### config.mk
export PLATFORM = sky130hd
export DESIGN_NAME = npc_bpred
export DESIGN_NICKNAME = d
export VERILOG_FILES = /design/src/rtl/npc_bpred.sv
export SDC_FILE = /design/constraint.sdc
export NUM_CORES = 2
export LEC_CHECK = 0
export CAP_MARGIN = 20
export CORE_AREA = 2 2 375 377
export DETAILED_ROUTE_END_ITERATION = 8
export DIE_AREA = 0 0 377 379
export GPL_TIMING_DRIVEN = 0
export MAX_ROUTING_LAYER = met4
export REMOVE_ABC_BUFFERS = 1
export SETUP_SLACK_MARGIN = 0.4
export SLEW_MARGIN = 20
export SYNTH_ARGS = -nofsm -noshare
export SYNTH_HDL_FRONTEND = slang
export SYNTH_SLANG_ARGS = --single-unit
### constraint.sdc
create_clock -name clk -period 8.8 [get_ports clk]
set_clock_uncertainty 0.15 [all_clocks]
set_input_delay 2.2 -clock clk [delete_from_list [all_inputs] [get_ports clk]]
set_output_delay 2.2 -clock clk [all_outputs]
set_load 0.01 [all_outputs]
### src/rtl/npc_bpred.sv
// Next-PC generator: owns the fetch PC, predicts via a direct-mapped BTB with 2-bit counters,
// redirects and flushes on EX misprediction. Define NPC_BPRED_STATS_EN to add br_cnt/mispred_cnt.
module npc_bpred #(
  parameter int unsigned     XLEN     = 32,
  parameter int unsigned     IDX_BITS = 4,
  parameter logic [XLEN-1:0] RESET_PC = '0
) (
  input  logic            clk,
  input  logic            rst_n,
  input  logic            halt,
  input  logic            stall,
  output logic [XLEN-1:0] pc,
  output logic            pred_taken,
  output logic [XLEN-1:0] pred_target,
  input  logic            res_valid,
  input  logic [XLEN-1:0] res_pc,
  input  logic            res_branch,
  input  logic            res_jump,
  input  logic            res_taken,
  input  logic [XLEN-1:0] res_target,
  input  logic            res_pred_taken,
  input  logic [XLEN-1:0] res_pred_target,
  output logic            flush
`ifdef NPC_BPRED_STATS_EN
  ,
  output logic [31:0]     br_cnt,
  output logic [31:0]     mispred_cnt
`endif
);

  localparam int unsigned DEPTH = 1 << IDX_BITS;
  localparam int unsigned TAG_W = XLEN - IDX_BITS;

  typedef struct packed {
    logic             valid;
    logic [TAG_W-1:0] tag;
    logic [XLEN-1:0]  target;
    logic [1:0]       ctr;
  } btb_entry_t;

  btb_entry_t btb [DEPTH];

  logic [IDX_BITS-1:0] lk_idx;
  btb_entry_t          lk_e;
  logic                lk_hit;
  logic [IDX_BITS-1:0] rs_idx;
  logic [TAG_W-1:0]    rs_tag;
  btb_entry_t          rs_e;
  logic                rs_hit;
  logic                upd;
  logic                act_taken;
  logic [XLEN-1:0]     act_next;
  logic                mispredict;

  // Fetch-side lookup sees pre-update contents; no write bypass.
  always_comb begin
    lk_idx      = pc[IDX_BITS-1:0];
    lk_e        = btb[lk_idx];
    lk_hit      = lk_e.valid && (lk_e.tag == pc[XLEN-1:IDX_BITS]);
    pred_taken  = lk_hit && lk_e.ctr[1];
    pred_target = pred_taken ? lk_e.target : pc + XLEN'(1);
  end

  // Resolution side: actual outcome and misprediction detect.
  always_comb begin
    rs_idx     = res_pc[IDX_BITS-1:0];
    rs_tag     = res_pc[XLEN-1:IDX_BITS];
    rs_e       = btb[rs_idx];
    rs_hit     = rs_e.valid && (rs_e.tag == rs_tag);
    upd        = res_valid && (res_branch || res_jump);
    act_taken  = res_jump || res_taken;
    act_next   = act_taken ? res_target : res_pc + XLEN'(1);
    mispredict = upd && ((act_taken != res_pred_taken) || (act_next != res_pred_target));
    flush      = mispredict;
  end

  // Redirect beats stall; halt beats everything but reset.
  always_ff @(posedge clk) begin
    if (!rst_n) begin
      pc <= RESET_PC;
    end else if (!halt) begin
      if (mispredict)  pc <= act_next;
      else if (!stall) pc <= pred_target;
    end
  end

  always_ff @(posedge clk) begin
    if (!rst_n) begin
      for (int i = 0; i < int'(DEPTH); i++) begin
        btb[i] <= '{valid: 1'b0, tag: '0, target: '0, ctr: 2'b01};
      end
    end else if (upd) begin
      if (res_jump) begin
        btb[rs_idx] <= '{valid: 1'b1, tag: rs_tag, target: res_target, ctr: 2'b11};
      end else if (res_taken) begin
        if (rs_hit) begin
          btb[rs_idx].ctr    <= (rs_e.ctr == 2'b11) ? 2'b11 : rs_e.ctr + 2'd1;
          btb[rs_idx].target <= res_target;
        end else begin
          btb[rs_idx] <= '{valid: 1'b1, tag: rs_tag, target: res_target, ctr: 2'b10};
        end
      end else if (rs_hit) begin
        btb[rs_idx].ctr <= (rs_e.ctr == 2'b00) ? 2'b00 : rs_e.ctr - 2'd1;
      end
    end
  end

`ifdef NPC_BPRED_STATS_EN
  // Saturating event counters, independent of halt/stall.
  always_ff @(posedge clk) begin
    if (!rst_n) begin
      br_cnt      <= '0;
      mispred_cnt <= '0;
    end else begin
      if (upd && (br_cnt != 32'hFFFF_FFFF))             br_cnt      <= br_cnt + 32'd1;
      if (mispredict && (mispred_cnt != 32'hFFFF_FFFF)) mispred_cnt <= mispred_cnt + 32'd1;
    end
  end
`endif

endmodule
======== Yosys cells after proc, flatten, opt, wreduce, memory -nomap -nowiden ========
Memories as Yosys holds them, arrays and structs flattened. A register that Yosys moved wholly into a read port is not among the register bits.
Cells that the tools add are included.
word-level totals
  bits in registers ....................... 32
  bits in latches ......................... 0
  bits in writable memories ............... 1008
  memory bits (read-only) ................. 0
  memories ................................ 1
memories
  name  depth  bits a word  rd ports  clocked after memory_dff  wr ports  line  source
  btb   16     63           2         1                         16        41    btb_entry_t btb [DEPTH];
cells by class
  $add $sub $neg .......................... 4
  multiply operators ...................... 0
  div/mod/pow operators ................... 0
  magnitude comparators ................... 0
  equal/unequal tests ..................... 6
  shift-type cells ........................ 0
  muxes and demuxes ....................... 39
  bitwise operators ....................... 7
  reduce and logical (&&, ||, !) cells .... 11
operators with widths
  operator               number
  $mux 32                6
  $add 32x1->32 const B  2
  $mux 63                1
  $reduce_or 63->1       1
  $eq 28x28->1           2
  $ne 32x32->1           1
  $mux 29                1
  $mux 1                 22
  $mux 4                 3
  $mux 2                 5
  $or 1x1->1             6
  $logic_and 1x1->1      5
  $logic_or 1x1->1       3
  $mux 3                 1
  $add 2x1->2 const B    1
  $eq 2x2->1 const B     1
  $logic_not 2->1        1
  $ne 2x1->1 const B     1
  $reduce_and 2->1       1
  $sub 2x1->2 const B    1
  $ne 1x1->1             1
  $not 1->1              1

======== Longest topological paths before layout ========
An unclocked memory read counts as a cell.
  depth in word-level cells ............... 14
  mapped depth ............................ 18
  depth with buffers taken out ............ 11

======== Worst setup path after synthesis ========
OpenSTA, ideal clock, no wires.
  path type ............................... input -> output
  from .................................... in res_pc[0]
  to ...................................... out flush
  arrival ................................. 5.279 ns
  required time ........................... 6.450 ns
  path slack .............................. 1.171 ns
  cell stages on the path ................. 17
  path through ............................ buf_2 -> buf_6 -> buf_6 -> buf_4 -> buf_4 -> inv_1 -> ha_1 -> a211o_1 -> a211oi_1 -> a21oi_1 -> or3_1 -> nor3_1 -> nand2_1 -> o21bai_4 -> buf_4 -> buf_4 -> inv_1
between the ends
  longest elaborated chain between the ends .. 5
ends and longest elaborated chain
  what               line  source
  start, declared    16    input logic [XLEN-1:0] res_pc,
  $add 32x1->32      72    act_next = act_taken ? res_target : res_pc + XLEN'(1);
  $mux 32            72
  $ne 32x32->1       73    mispredict = upd && ((act_taken != res_pred_taken) || (act_next != res_pred_target));
  $logic_or 1x1->1   73
  $logic_and 1x1->1  73
  end, declared      23    output logic flush
No other way between the ends.

==> results.sh <==
export IMPL_die_w_um=377
export IMPL_synth_ff_type="edfxtp_1"
export IMPL_crit_end="pred_target[17]"
export IMPL_tns_ns=0
export IMPL_synth_seq_cells=1044
export IMPL_r2r_start="btb[8][52]"
export IMPL_setup_viol=0
export IMPL_final_antenna_net_count=0
export IMPL_die_h_um=379
export IMPL_ys_seq_area_frac=0.558
export IMPL_overflow=0
export IMPL_power_leakage_nw=21.5
export IMPL_stdcell_count=5853
export IMPL_path_cells="buf_16 > buf_16 > mux4_2 > mux2i_1 > xor2_1 > o21ai_0 > a2111oi_1 > and3b_2 > nand3_4 > mux2_2 > clkdlybuf4s50_1"
export IMPL_root_buffer="clkbuf_16"
export IMPL_cap_violations=0
export IMPL_worstPathRequired_ns=6.45
export IMPL_first_pass_iters=8
export IMPL_drive_gt1_frac=0.220
export IMPL_grt_pass1_wl_um=286000
export IMPL_r2r_end="btb[1][39]"
export IMPL_end_kind="primary output"
export IMPL_fmax_mhz=121
export IMPL_avgSynthCellArea_um2=14.1
export IMPL_cts_max_path_buffers=3
export IMPL_nets=4049
export IMPL_crit_top_cell="buf_16"
export IMPL_path_buf_inv=3
export IMPL_clock_sinks=1044
export IMPL_yosysUniqueCellTypes=88
export IMPL_antenna_found_initial=27
export IMPL_p_total_mw=12.2
export IMPL_drt_iter0_drc=5758
export IMPL_synthCells=3923
export IMPL_finalCritPeriodShare=0.935
export IMPL_slowest_delay_ns=0.67
export IMPL_cp_arrival_ns=5.88
export IMPL_hold_viol=0
export IMPL_worstSetupPathType="reg -> out"
export IMPL_clk_latency_ns=0.76
export IMPL_start_util=0.398
export IMPL_areaGrowthSynthToFinish_pct=17.3
export IMPL_cts_tree="yes"
export IMPL_worst_ir_drop_vdd_uv=180
export IMPL_fin_crit_ns=8.23
export IMPL_outcome="finished, final reports clean"
export IMPL_r2r_setup_slack_ns=2.80
export IMPL_hold_path_class="reg -> reg"
export IMPL_hpwl_um=134000
export IMPL_dieArea_um2=143000
export IMPL_drcViolationCount=0
export IMPL_dr_total_vias=37500
export IMPL_dp_cells=5601
export IMPL_clkTransAtPathRegs_ns=0.06
export IMPL_num_rows=137
export IMPL_via_per_inst=6.41
export IMPL_ys_warn_count=0
export IMPL_grt_max_degree=56
export IMPL_async_flop_share=0
export IMPL_hold_depth=1
export IMPL_numCtsBuffers=108
export IMPL_crit_family="multiplexers"
export IMPL_rsz0062_at_grt="false"
export IMPL_powerDensity_nw_per_um2=188
export IMPL_worstMarginPinSlew_ns=1.11
export IMPL_finalWeightedCongestion=0.948
export IMPL_drv_slew=0
export IMPL_timing_slew_headroom=0.254
export IMPL_htreeDepth=3
export IMPL_syn_cell_area_um2=55300
export IMPL_grtUsageTotal=0.295
export IMPL_cpMaxStageDelayCell="dfxtp_4"
export IMPL_core_area_um2=139000
export IMPL_crit_cells=11
export IMPL_wirelength_um=206000
export IMPL_post_drt_wl_per_cell_um=35.2
export IMPL_r2r_cells=13
export IMPL_boundaryPins=171
export IMPL_synth_edff_count=992
export IMPL_first_global_vias=36600
export IMPL_critPathLaunchType="flop"
export IMPL_cp_max_fo=42
export IMPL_port_buffers=170
-- what timing repair did --
| item | in CTS | in global routing |
|---|---|---|
| resized for setup | 92 | 23 |
| setup endpoints to repair | 33 | 27 |
| hold buffers | 0 | 0 |
| endpoints found under the hold margin | 0 | 0 |
| setup buffers | 14 | 5 |
| gates cloned | 15 | 1 |
| pin swaps | 5 | 1 |
-- cell type report --
type,count,area [um2]
antenna,18,45.0
multi-input combinational,2434,23200
timing repair inverter,3,15.0
inverter,34,153
tap,1807,2260
clock inverter,69,584
fill,12000,74000
sequential,1044,30800
clock buffer,130,2790
timing repair buffer,314,4920
-- layout by cell type (no fill, tap or decap), types with 48 or more instances in the layout --
master / count
mux4_2: 401
clkdlybuf4s50_1: 138
nand2_1: 82
nor2_1: 100
and2_1: 711
buf_16: 70
mux2i_1: 107
xnor2_1: 103
clkbuf_16: 108
dfxtp_1: 48
nor3_1: 126
nor4_1: 117
o21ai_0: 55
edfxtp_1: 992
-- cells by family (layout without fill, tap and decap cells) --
group                      Yosys count  in the layout  share of synthesized area
AOI/OAI and AO/OA                  296            297                     0.0385
xor gates and xnor gates           151            151                     0.0242
adders and majority gates            5              5                    0.00113
buffers and inverters              448            550                     0.0355
DFF                               1044           1044                      0.558
muxes                              547            547                      0.191
other                                0             18                          0
and+or+nand+nor                   1432           1434                      0.152
-- cell usage after synthesis (52+ instances only) --
cell,count,area [um2]
edfxtp_1,992,29800
and2_1,714,4470
mux4_2,401,9030
clkbuf_1,251,942
nor3_1,127,636
nor2_1,124,465
nor4_1,119,744
mux2i_1,107,1070
xnor2_1,105,920
buf_2,103,515
nand2_1,96,360
o21ai_0,65,325
nand3_1,54,270
dfxtp_1,52,1040
-- worst min-delay path by stage --
stage                  end         from
6_report        btb[8][62]   btb[8][62]
5_1_grt         btb[8][62]   btb[8][62]
4_1_cts         btb[8][62]   btb[8][62]
3_5_place_dp    btb[8][62]   btb[8][62]
3_3_place_gp   btb[14][62]  btb[14][62]
2_1_floorplan   btb[8][62]   btb[8][62]
-- power by group --
group          switching (mW)  internal [mW]  leakage (nW)
clock network            2.06           2.49          1.66
registers               0.181           5.71          9.89
logic                   0.977          0.744          9.95
-- sequential cells by signal, indices dropped and copies added (netlist names), named ones only --
| name | flops |
|---|---|
| btb | 1008 |
| pc | 32 |
-- metrics by stage --
step	hold WS, ns	utilization	area (um2)	worst slack [ns]
global route	0.345	0.467	64800	0.429
detailed placement	0.324	0.437	60700	-2.19
global placement	0.310	0.413	57400	-17.33
CTS	0.329	0.466	64700	0.404
floorplan	0.291	-	53400	-5.40
finish	0.330	0.467	64800	0.569
-- routing by layer --
metal | part of all wire | up-vias | track usage
li1 | - | 15200 | -
met1 | 0.38 | 19400 | 0.385
met2 | 0.44 | 2499 | 0.426
met3 | 0.14 | 434 | 0.0998
met4 | 0.043 | 0 | 0.108
met5 | 0 | - | -
-- worst reg2reg max path, stage by stage (launching register included) --
cell      delay [ns]
edfxtp_1        0.41
mux4_2          0.47
mux4_2          0.47
xnor2_1         0.41
o211ai_1        0.27
or4_1           0.81
nor3b_2         0.34
and2_4          0.54
buf_12          0.33
buf_12          0.30
nor3_4          0.16
buf_8           0.20
buf_8           0.17
nand2b_4        0.53
Note: power is estimated with default switching activity, not from simulation.
